===== src/rtl/flop_pkg.sv =====
// Shared types and constants for the multi-cycle single-precision subtractor.
package flop_pkg;

    localparam int          MANT_W  = 24;
    localparam logic [31:0] QNAN    = 32'h7FC00000;
    localparam logic [7:0]  EXP_MAX = 8'hFF;

    typedef enum logic [2:0] {
        IDLE,
        UNPACK,
        ALIGN,
        OP,
        NORM,
        DONE
    } state_t;

endpackage


===== src/rtl/flop_sub_seq_if.sv =====
// Operand/result handshake bundle between the subtractor and its producer/consumer.
interface flop_sub_seq_if;
    logic        in_valid;
    logic        in_ready;
    logic [31:0] minuend;
    logic [31:0] subtrahend;
    logic        out_valid;
    logic        out_ready;
    logic [31:0] result;
    logic        nan_flag;
    logic        ovf_flag;

    modport master (
        output in_valid, minuend, subtrahend, out_ready,
        input  in_ready, out_valid, result, nan_flag, ovf_flag
    );

    modport slave (
        input  in_valid, minuend, subtrahend, out_ready,
        output in_ready, out_valid, result, nan_flag, ovf_flag
    );
endinterface


===== src/rtl/flop_classify.sv =====
// Classifies one single-precision word; denormals count as zero.
module flop_classify
    import flop_pkg::*;
(
    input  logic [31:0] value,
    output logic        is_zero,
    output logic        is_inf,
    output logic        is_nan
);
    logic sign_unused;

    assign sign_unused = value[31];
    assign is_zero     = (value[30:23] == 8'h00);
    assign is_inf      = (value[30:23] == EXP_MAX) && (value[22:0] == 23'd0);
    assign is_nan      = (value[30:23] == EXP_MAX) && (value[22:0] != 23'd0);
endmodule


===== src/rtl/flop_sub_seq.sv =====
// Multi-cycle A - B single-precision subtractor: serial alignment, truncating rounding.
module flop_sub_seq
    import flop_pkg::*;
(
    input  logic          clk,
    input  logic          rst,
    flop_sub_seq_if.slave bus
);
    state_t              state, next_state;
    logic [31:0]         a_reg, b_reg;
    logic                sign_a, sign_b, res_sign, shift_b;
    logic [7:0]          exp_res;
    logic [MANT_W-1:0]   mant_a, mant_b, mant_res;
    logic [4:0]          shift_cnt;
    logic [31:0]         result_reg;
    logic                nan_reg, ovf_reg;

    logic                a_zero, a_inf, a_nan, b_zero, b_inf, b_nan;
    logic                eff_sign_b;
    logic                special, special_nan;
    logic [31:0]         special_res;
    logic [7:0]          exp_a, exp_b, exp_diff;
    logic [4:0]          align_cnt;
    logic [MANT_W:0]     sum;
    logic [MANT_W-1:0]   diff;
    logic                a_ge_b;

    flop_classify u_class_a (.value(a_reg), .is_zero(a_zero), .is_inf(a_inf), .is_nan(a_nan));
    flop_classify u_class_b (.value(b_reg), .is_zero(b_zero), .is_inf(b_inf), .is_nan(b_nan));

    // Special-operand decode, alignment distance and mantissa arithmetic used by both processes.
    always_comb begin
        special     = 1'b0;
        special_nan = 1'b0;
        special_res = 32'd0;
        eff_sign_b  = ~b_reg[31];
        exp_a       = a_reg[30:23];
        exp_b       = b_reg[30:23];
        exp_diff    = (exp_a >= exp_b) ? (exp_a - exp_b) : (exp_b - exp_a);
        align_cnt   = (exp_diff > 8'd25) ? 5'd25 : exp_diff[4:0];
        sum         = {1'b0, mant_a} + {1'b0, mant_b};
        a_ge_b      = (mant_a >= mant_b);
        diff        = a_ge_b ? (mant_a - mant_b) : (mant_b - mant_a);

        if (a_nan || b_nan) begin
            special     = 1'b1;
            special_nan = 1'b1;
            special_res = QNAN;
        end else if (a_inf && b_inf && (a_reg[31] != eff_sign_b)) begin
            special     = 1'b1;
            special_nan = 1'b1;
            special_res = QNAN;
        end else if (a_inf) begin
            special     = 1'b1;
            special_res = {a_reg[31], EXP_MAX, 23'd0};
        end else if (b_inf) begin
            special     = 1'b1;
            special_res = {eff_sign_b, EXP_MAX, 23'd0};
        end else if (a_zero && b_zero) begin
            special     = 1'b1;
            special_res = 32'd0;
        end else if (b_zero) begin
            special     = 1'b1;
            special_res = a_reg;
        end else if (a_zero) begin
            special     = 1'b1;
            special_res = {eff_sign_b, b_reg[30:0]};
        end
    end

    always_ff @(posedge clk or posedge rst) begin
        if (rst) state <= IDLE;
        else     state <= next_state;
    end

    always_comb begin
        next_state = state;
        case (state)
            IDLE:   if (bus.in_valid) next_state = UNPACK;
            UNPACK: begin
                if (special)             next_state = DONE;
                else if (exp_a == exp_b) next_state = OP;
                else                     next_state = ALIGN;
            end
            ALIGN:  if (shift_cnt == 5'd1) next_state = OP;
            OP: begin
                if (sign_a == sign_b)
                    next_state = (sum[MANT_W] && exp_res == 8'hFE) ? DONE : NORM;
                else
                    next_state = (diff == '0) ? DONE : NORM;
            end
            NORM:   if (mant_res[MANT_W-1] || exp_res == 8'd1) next_state = DONE;
            DONE:   if (bus.out_ready) next_state = IDLE;
            default: next_state = IDLE;
        endcase
    end

    // Datapath: each state updates only the registers it owns; the result is written once on entry to DONE.
    always_ff @(posedge clk or posedge rst) begin
        if (rst) begin
            a_reg      <= '0;
            b_reg      <= '0;
            sign_a     <= 1'b0;
            sign_b     <= 1'b0;
            res_sign   <= 1'b0;
            shift_b    <= 1'b0;
            exp_res    <= '0;
            mant_a     <= '0;
            mant_b     <= '0;
            mant_res   <= '0;
            shift_cnt  <= '0;
            result_reg <= '0;
            nan_reg    <= 1'b0;
            ovf_reg    <= 1'b0;
        end else begin
            case (state)
                IDLE: if (bus.in_valid) begin
                    a_reg   <= bus.minuend;
                    b_reg   <= bus.subtrahend;
                    nan_reg <= 1'b0;
                    ovf_reg <= 1'b0;
                end
                UNPACK: begin
                    if (special) begin
                        result_reg <= special_res;
                        nan_reg    <= special_nan;
                    end else begin
                        mant_a    <= {1'b1, a_reg[22:0]};
                        mant_b    <= {1'b1, b_reg[22:0]};
                        sign_a    <= a_reg[31];
                        sign_b    <= eff_sign_b;
                        exp_res   <= (exp_a >= exp_b) ? exp_a : exp_b;
                        shift_b   <= (exp_a >= exp_b);
                        shift_cnt <= align_cnt;
                    end
                end
                ALIGN: begin
                    if (shift_b) mant_b <= mant_b >> 1;
                    else         mant_a <= mant_a >> 1;
                    shift_cnt <= shift_cnt - 5'd1;
                end
                OP: begin
                    if (sign_a == sign_b) begin
                        res_sign <= sign_a;
                        if (sum[MANT_W]) begin
                            if (exp_res == 8'hFE) begin
                                result_reg <= {sign_a, EXP_MAX, 23'd0};
                                ovf_reg    <= 1'b1;
                            end else begin
                                mant_res <= sum[MANT_W:1];
                                exp_res  <= exp_res + 8'd1;
                            end
                        end else begin
                            mant_res <= sum[MANT_W-1:0];
                        end
                    end else if (diff == '0) begin
                        result_reg <= 32'd0;
                    end else begin
                        mant_res <= diff;
                        res_sign <= a_ge_b ? sign_a : sign_b;
                    end
                end
                NORM: begin
                    if (mant_res[MANT_W-1])
                        result_reg <= {res_sign, exp_res, mant_res[22:0]};
                    else if (exp_res == 8'd1)
                        result_reg <= {res_sign, 31'd0};
                    else begin
                        mant_res <= mant_res << 1;
                        exp_res  <= exp_res - 8'd1;
                    end
                end
                default: ;
            endcase
        end
    end

    assign bus.in_ready  = (state == IDLE);
    assign bus.out_valid = (state == DONE);
    assign bus.result    = result_reg;
    assign bus.nan_flag  = nan_reg;
    assign bus.ovf_flag  = ovf_reg;
endmodule


===== src/flat_wrapper.sv =====
// flat-port wrapper written by rule: the top's interface ports become plain ports
module flop_sub_seq_flat import flop_pkg::*;
  (clk, rst, bus_in_valid, bus_minuend, bus_subtrahend, bus_out_ready, bus_in_ready, bus_out_valid, bus_result, bus_nan_flag, bus_ovf_flag);
  flop_sub_seq_if bus_i ();
  input  logic clk;
  input  logic rst;
  input wire logic [$bits(bus_i.in_valid)-1:0] bus_in_valid;
  input wire logic [$bits(bus_i.minuend)-1:0] bus_minuend;
  input wire logic [$bits(bus_i.subtrahend)-1:0] bus_subtrahend;
  input wire logic [$bits(bus_i.out_ready)-1:0] bus_out_ready;
  output wire logic [$bits(bus_i.in_ready)-1:0] bus_in_ready;
  output wire logic [$bits(bus_i.out_valid)-1:0] bus_out_valid;
  output wire logic [$bits(bus_i.result)-1:0] bus_result;
  output wire logic [$bits(bus_i.nan_flag)-1:0] bus_nan_flag;
  output wire logic [$bits(bus_i.ovf_flag)-1:0] bus_ovf_flag;
  assign bus_i.in_valid = bus_in_valid;
  assign bus_i.minuend = bus_minuend;
  assign bus_i.subtrahend = bus_subtrahend;
  assign bus_i.out_ready = bus_out_ready;
  assign bus_in_ready = bus_i.in_ready;
  assign bus_out_valid = bus_i.out_valid;
  assign bus_result = bus_i.result;
  assign bus_nan_flag = bus_i.nan_flag;
  assign bus_ovf_flag = bus_i.ovf_flag;
  flop_sub_seq u_core (.clk(clk), .rst(rst), .bus(bus_i));
endmodule

===== config.mk =====
export PLATFORM = sky130hd
export DESIGN_NAME = flop_sub_seq_flat
export DESIGN_NICKNAME = d
export VERILOG_FILES = /design/src/rtl/flop_pkg.sv /design/src/rtl/flop_sub_seq_if.sv /design/src/rtl/flop_classify.sv /design/src/rtl/flop_sub_seq.sv /design/src/flat_wrapper.sv
export SDC_FILE = /design/constraint.sdc
export NUM_CORES = 1
export LEC_CHECK = 0
export ABC_AREA = 1
export CORE_MARGIN = 5
export CORE_UTILIZATION = 30
export DETAILED_ROUTE_END_ITERATION = 7
export PLACE_DENSITY_LB_ADDON = 0.08
export SKIP_CTS_REPAIR_TIMING = 1
export SYNTH_ARGS = -nofsm -noshare
export SYNTH_HDL_FRONTEND = slang
export SYNTH_HIERARCHICAL = 1
export SYNTH_SLANG_ARGS = --single-unit

===== constraint.sdc =====
create_clock -name clk -period 7.04 [get_ports clk]
set_clock_uncertainty 0.1 [all_clocks]
set_input_delay 2.112 -clock clk [delete_from_list [all_inputs] [get_ports clk]]
set_output_delay 2.112 -clock clk [all_outputs]
set_load 0.02 [all_outputs]

==> flow_metrics.py, run 1 <==
metrics = {
    "drt": {
        "detail_route.drc_violations": 0,
        "ant_nets": 0,
        "via_per_inst": 5.08,
        "drt_iter0_markers": 1229,
        "drt_pass1_iterations": 5,
        "num_vias": 16100,
        "routed_wl_um": 65900,
        "avgRoutedWirePerCell_um": 20.8,
    },
    "die": {
        "die_w_um": 241,
        "rows": 84,
        "dieArea_um2": 58000,
        "core_area_um2": 52700,
        "start_util": 0.304,
        "die-height_um": 241,
        "io-pin-count": 104,
    },
    "worst_setup_path": {
        "path_buf_inv": 4,
        "crit_path_max_incr_delay_ns": 0.55,
        "critPathSlowestCell": "ha_1",
        "crit_top_cell": "nand2_1",
        "crit_path_start_kind": "flip-flop",
        "critical-path-top-delay-family": "simple AND/OR/NAND/NOR gates",
        "critPathKind": "flip-flop to flip-flop",
        "end_kind": "flip-flop",
        "required_ns": 7.33,
        "arrival_ns": 4.98,
        "critPathMaxFanout": 23,
        "path_cells": "inv_1, ha_1, inv_1, a21oi_1, o21ai_0, o21bai_1, nand2_1, nand3_2, nand2_1, inv_2, nand2_1, buf_4, nand3_4, nand2_1, nand2_1",
    },
    "finish": {
        "antenna_cells": 0,
        "drive_gt1_frac": 0.0525,
        "multi_input_area_um2": 9370,
        "area_growth_pct": 13.2,
        "seqCellArea_um2": 4750,
        "stdcell_count": 3163,
        "fillers": 5821,
        "finalNetCount": 2628,
    },
    "yosys": {
        "synth-seq-area-share": 0.297,
        "syn_inst": 2427,
        "synth_top_area_frac": 0.297,
        "synth_edf_count": 0,
        "synthFlopType": "dfrtp_1",
        "synth_top_cell_by_area": "dfrtp_1",
        "yosys_warnings": 6,
        "async_reset_ff_frac": 1.00,
        "syn_area_um2": 16000,
        "synthTopCellsByArea": "dfrtp_1 (30%), nand2_1 (18%), inv_1 (8.3%)",
        "synth.net_count": 2593,
        "synth.most_common_cell": "nand2_1",
        "ys_top_cells_by_count": "nand2_1 (776), inv_1 (352), o21ai_0 (194)",
        "ys_ff_latch": 190,
        "yosysUniqueCellTypes": 55,
        "synth_area_per_cell_um2": 6.59,
    },
    "clock_tree": {
        "clk_latency_ns": 0.51,
        "clk_pin_slew_ns": 0.08,
        "cts_tree": "built",
        "cts.sinks": 190,
        "cts_max_level": 4,
        "clk_path_buf_depth": 2,
        "cts_buffers": 17,
        "ctsRootBufferMaster": "clkbuf_16",
    },
    "timing": {
        "final.setup.tns_ns": 0,
        "relSlewSlack": 0.283,
        "rsz0062_at_grt": "no",
        "finalCritPeriodShare": 0.667,
        "max_freq_mhz": 213,
        "maxSlewViolCount": 0,
        "tightestPinTransition_ns": 1.08,
        "min_period_ns": 4.69,
        "fin_ws_ns": 2.35,
        "final-setup-viol-count": 0,
        "finalHoldViolations": 0,
    },
    "global_routing": {
        "grt_pass1_vias": 15900,
        "antenna_found_initial": 0,
        "grt_pass1_wl_um": 98800,
        "grtUsageTotal": 0.225,
        "grt_max_degree": 155,
        "overflow": 0,
    },
    "placed_design": {
        "dp_slack_ns": 2.13,
        "gp_congestion": 0.922,
        "place_hpwl_um": 52400,
        "port_buffers": 103,
        "dpl.cell_count": 3131,
    },
    "worst_hold_path": {
        "hp-class": "flip-flop to flip-flop",
    },
    "outcome": {
        "status": "complete, no violations",
    },
    "run": {
        "cap_violations": 0,
    },
}
## worst reg2reg max path, cell delays in order (launching register included)
cell and delay, ns:
dfrtp_1 0.39, inv_1 0.09, ha_1 0.55, inv_1 0.23
a21oi_1 0.32, o21ai_0 0.19, o21bai_1 0.22, nand2_1 0.08
nand3_2 0.25, nand2_1 0.55, inv_2 0.26, nand2_1 0.52
buf_4 0.32, nand3_4 0.29, nand2_1 0.16, nand2_1 0.06
## area by class of cell
type | instances | area share
Tap cell | 688 | 0.0475
Clock inverter | 14 | 0.00946
Clock buffer | 18 | 0.0237
Sequential cell | 190 | 0.263
Timing Repair Buffer | 119 | 0.0642
Inverter | 360 | 0.0750
Multi-Input combinational cell | 1774 | 0.518
## final timing paths
path | to | slack (ns) | start | depth (start not counted)
hold reg to reg | u_core/bus.result[23]$_DFFE_PP0P_ | 0.38 | u_core/bus.result[23]$_DFFE_PP0P_ | 2
setup reg to reg | u_core/mant_res[14]$_DFFE_PP0P_ | 2.35 | u_core/mant_a[13]$_DFFE_PP0P_ | 15
setup / recovery | u_core/mant_res[14]$_DFFE_PP0P_ | 2.35 | u_core/mant_a[13]$_DFFE_PP0P_ | 15
max in group asynchronous | u_core/mant_a[9]$_DFFE_PP0P_ | 3.93 | rst | 3
hold / removal | u_core/bus.result[23]$_DFFE_PP0P_ | 0.38 | u_core/bus.result[23]$_DFFE_PP0P_ | 2
min in group asynchronous | u_core/shift_cnt[0]$_DFFE_PP0P_ | 2.03 | rst | 3
## metal layers
layer	vias to the layer above	part of all wire	track usage
li1	7896	-	-
met1	7722	0.46	0.306
met2	378	0.48	0.377
met3	70	0.040	0.0302
met4	0	0.025	0.0626
met5	-	0	0
## metrics by stage
| step | util | instance area (um2) | hold WS [ns] |
|---|---|---|---|
| 3_3_place_gp | 0.333 | 17500 | 0.364 |
| 5_1_grt | 0.344 | 18100 | 0.411 |
| 2_1_floorplan | - | 16000 | 0.342 |
| 3_5_place_dp | 0.333 | 17500 | 0.370 |
| 4_1_cts | 0.344 | 18100 | 0.389 |
| 6_report | 0.344 | 18100 | 0.384 |
## placed cells by master, fill, tap and decap left out, types with 4 or more instances in the layout
master,n
o21bai_1,4
clkbuf_16,17
a41oi_1,5
nor2_4,4
a21oi_1,97
inv_6,6
dfrtp_1,190
a22oi_1,22
nand4_1,50
xnor2_1,6
o21ai_0,194
a221oi_1,10
nand2_1,776
nor3_1,18
inv_1,351
o22ai_1,23
inv_2,5
ha_1,93
nor2_1,164
nor3_2,6
o21ai_1,5
nor2_2,4
a31oi_1,7
o211ai_1,61
a21o_1,4
nand3_1,104
clkdlybuf4s50_1,103
o21ai_2,33
xor2_1,30
o31ai_1,4
nand2_2,13
buf_4,15
fa_1,5
## kinds of logic (layout without fill, tap and decap cells)
group / Yosys count / count (layout) / synth area share
xor+xnor: 36 / 36 / 0.0197
flops: 190 / 190 / 0.297
buf+inv: 463 / 511 / 0.120
mux: 1 / 1 / 0.000626
fa+ha+maj: 98 / 98 / 0.0790
simple gates: 1159 / 1159 / 0.303
compound gates: 480 / 480 / 0.181
Power of run 1 is left out: the tool's default activity adds up to more than one toggle a clock period on the data nets, which glitch-free logic cannot reach.
==> run 2: changes to the inputs <==
Clock period 7.04 ns to 4.2 ns, I/O delays scaled along.
==> flow_metrics.py, run 2 (synthesis results as in run 1) <==
metrics = {
    "outcome": {
        "status": "complete, no violations",
    },
    "finish": {
        "drive_gt1_frac": 0.0695,
        "finalNetCount": 2672,
        "stdcell_count": 3207,
        "layout_common_cells": "nand2_1 (776), inv_1 (351), o21ai_0 (194), dfrtp_1 (190), nor2_1 (164)",
        "layout_commonest_cell": "nand2_1",
        "area_growth_pct": 16.1,
        "antenna_cells": 0,
    },
    "die": {
        "die_w_um": 241,
        "die-height_um": 241,
        "rows": 84,
        "io-pin-count": 104,
        "start_util": 0.304,
        "core_area_um2": 52700,
        "dieArea_um2": 58000,
    },
    "drt": {
        "num_vias": 16100,
        "drt_pass1_iterations": 5,
        "drt_iter0_markers": 1338,
        "via_per_inst": 5.02,
        "detail_route.drc_violations": 0,
        "ant_nets": 0,
        "avgRoutedWirePerCell_um": 20.1,
        "routed_wl_um": 64600,
    },
    "timing": {
        "relSlewSlack": 0.407,
        "max_freq_mhz": 260,
        "final-setup-viol-count": 0,
        "finalHoldViolations": 0,
        "maxSlewViolCount": 0,
        "final.setup.tns_ns": 0,
        "rsz0062_at_grt": "no",
        "finalCritPeriodShare": 0.917,
        "tightestPinTransition_ns": 0.889,
        "min_period_ns": 3.85,
    },
    "clock_tree": {
        "clk_path_buf_depth": 2,
        "cts_buffers": 17,
        "cts_max_level": 4,
        "cts.sinks": 190,
        "ctsRootBufferMaster": "clkbuf_16",
        "clk_pin_slew_ns": 0.08,
        "cts_tree": "built",
        "clk_latency_ns": 0.49,
    },
    "placed_design": {
        "gp_congestion": 0.957,
        "port_buffers": 103,
        "place_hpwl_um": 52700,
        "dpl.cell_count": 3175,
    },
    "worst_setup_path": {
        "arrival_ns": 4.13,
        "end_kind": "flip-flop",
        "critPathMaxFanout": 40,
        "crit_path_start_kind": "flip-flop",
        "critPathKind": "flip-flop to flip-flop",
        "required_ns": 4.47,
    },
    "global_routing": {
        "overflow": 0,
        "grt_pass1_vias": 15900,
        "grt_max_degree": 99,
        "antenna_found_initial": 0,
        "grt_pass1_wl_um": 97200,
        "grtUsageTotal": 0.221,
    },
    "worst_hold_path": {
        "hp-class": "flip-flop to flip-flop",
    },
    "run": {
        "cap_violations": 0,
    },
}
[run 2: stage by stage]
stage               setup slack (ns)  hold WS, ns  cell area, um2  utilization
floorplan                      0.392        0.342           16000            -
global placement               0.502        0.359           17900        0.341
detailed placement             0.358        0.358           17900        0.341
CTS                            0.352        0.385           18600        0.353
global route                  0.0456        0.400           18600        0.353
finish                         0.347        0.385           18600        0.353
[run 2: metal layers]
layer  share of wire  GRT usage  up-vias
met5               0          0        -
met1            0.46      0.298     7642
met2            0.47      0.365      385
li1                -          -     7979
met4           0.031     0.0728        0
met3           0.040     0.0329       89
[run 2: final timing paths]
check | slack [ns] | startpoint | depth (start not counted) | end
max in group asynchronous | 2.15 | rst | 3 | u_core/a_reg[17]$_DFFE_PP0P_
worst min register to register | 0.39 | u_core/mant_res[23]$_DFFE_PP0P_ | 2 | u_core/mant_res[23]$_DFFE_PP0P_
min in group asynchronous | 1.05 | rst | 2 | u_core/shift_b$_DFFE_PP0P_
worst max register to register | 0.35 | u_core/mant_a[0]$_DFFE_PP0P_ | 23 | u_core/bus.result[31]$_DFFE_PP0P_
worst min-delay path | 0.39 | u_core/mant_res[23]$_DFFE_PP0P_ | 2 | u_core/mant_res[23]$_DFFE_PP0P_
worst max-delay path | 0.35 | u_core/mant_a[0]$_DFFE_PP0P_ | 23 | u_core/bus.result[31]$_DFFE_PP0P_
[run 2: cell type report]
type / instances / area [um2]
Tap cell: 688 / 861
Inverter: 360 / 1360
Clock buffer: 17 / 425
Timing Repair Buffer: 163 / 1610
Multi-Input combinational cell: 1774 / 9370
Sequential cell: 190 / 4750
Clock inverter: 15 / 199
Fill cell: 5739 / 34100
[run 2: worst max-delay path, cell delays in order, from the launching register on]
cell and delay (ns):
dfrtp_1 0.38, inv_1 0.06, ha_1 0.25, fa_1 0.44
inv_1 0.14, nand2_1 0.08, nand2_2 0.12, nand2_1 0.09
nand3_1 0.15, nand2_1 0.12, nand3_4 0.14, buf_4 0.31
nand3_1 0.14, nand2_1 0.14, nand2_1 0.08, nor2_1 0.10
nand2_1 0.09, nor2_2 0.10, nand2_2 0.11, nand3_2 0.10
nand3b_4 0.12, buf_12 0.20, nand2_1 0.09, o21ai_2 0.05
Power of run 2 is left out for the same reason.
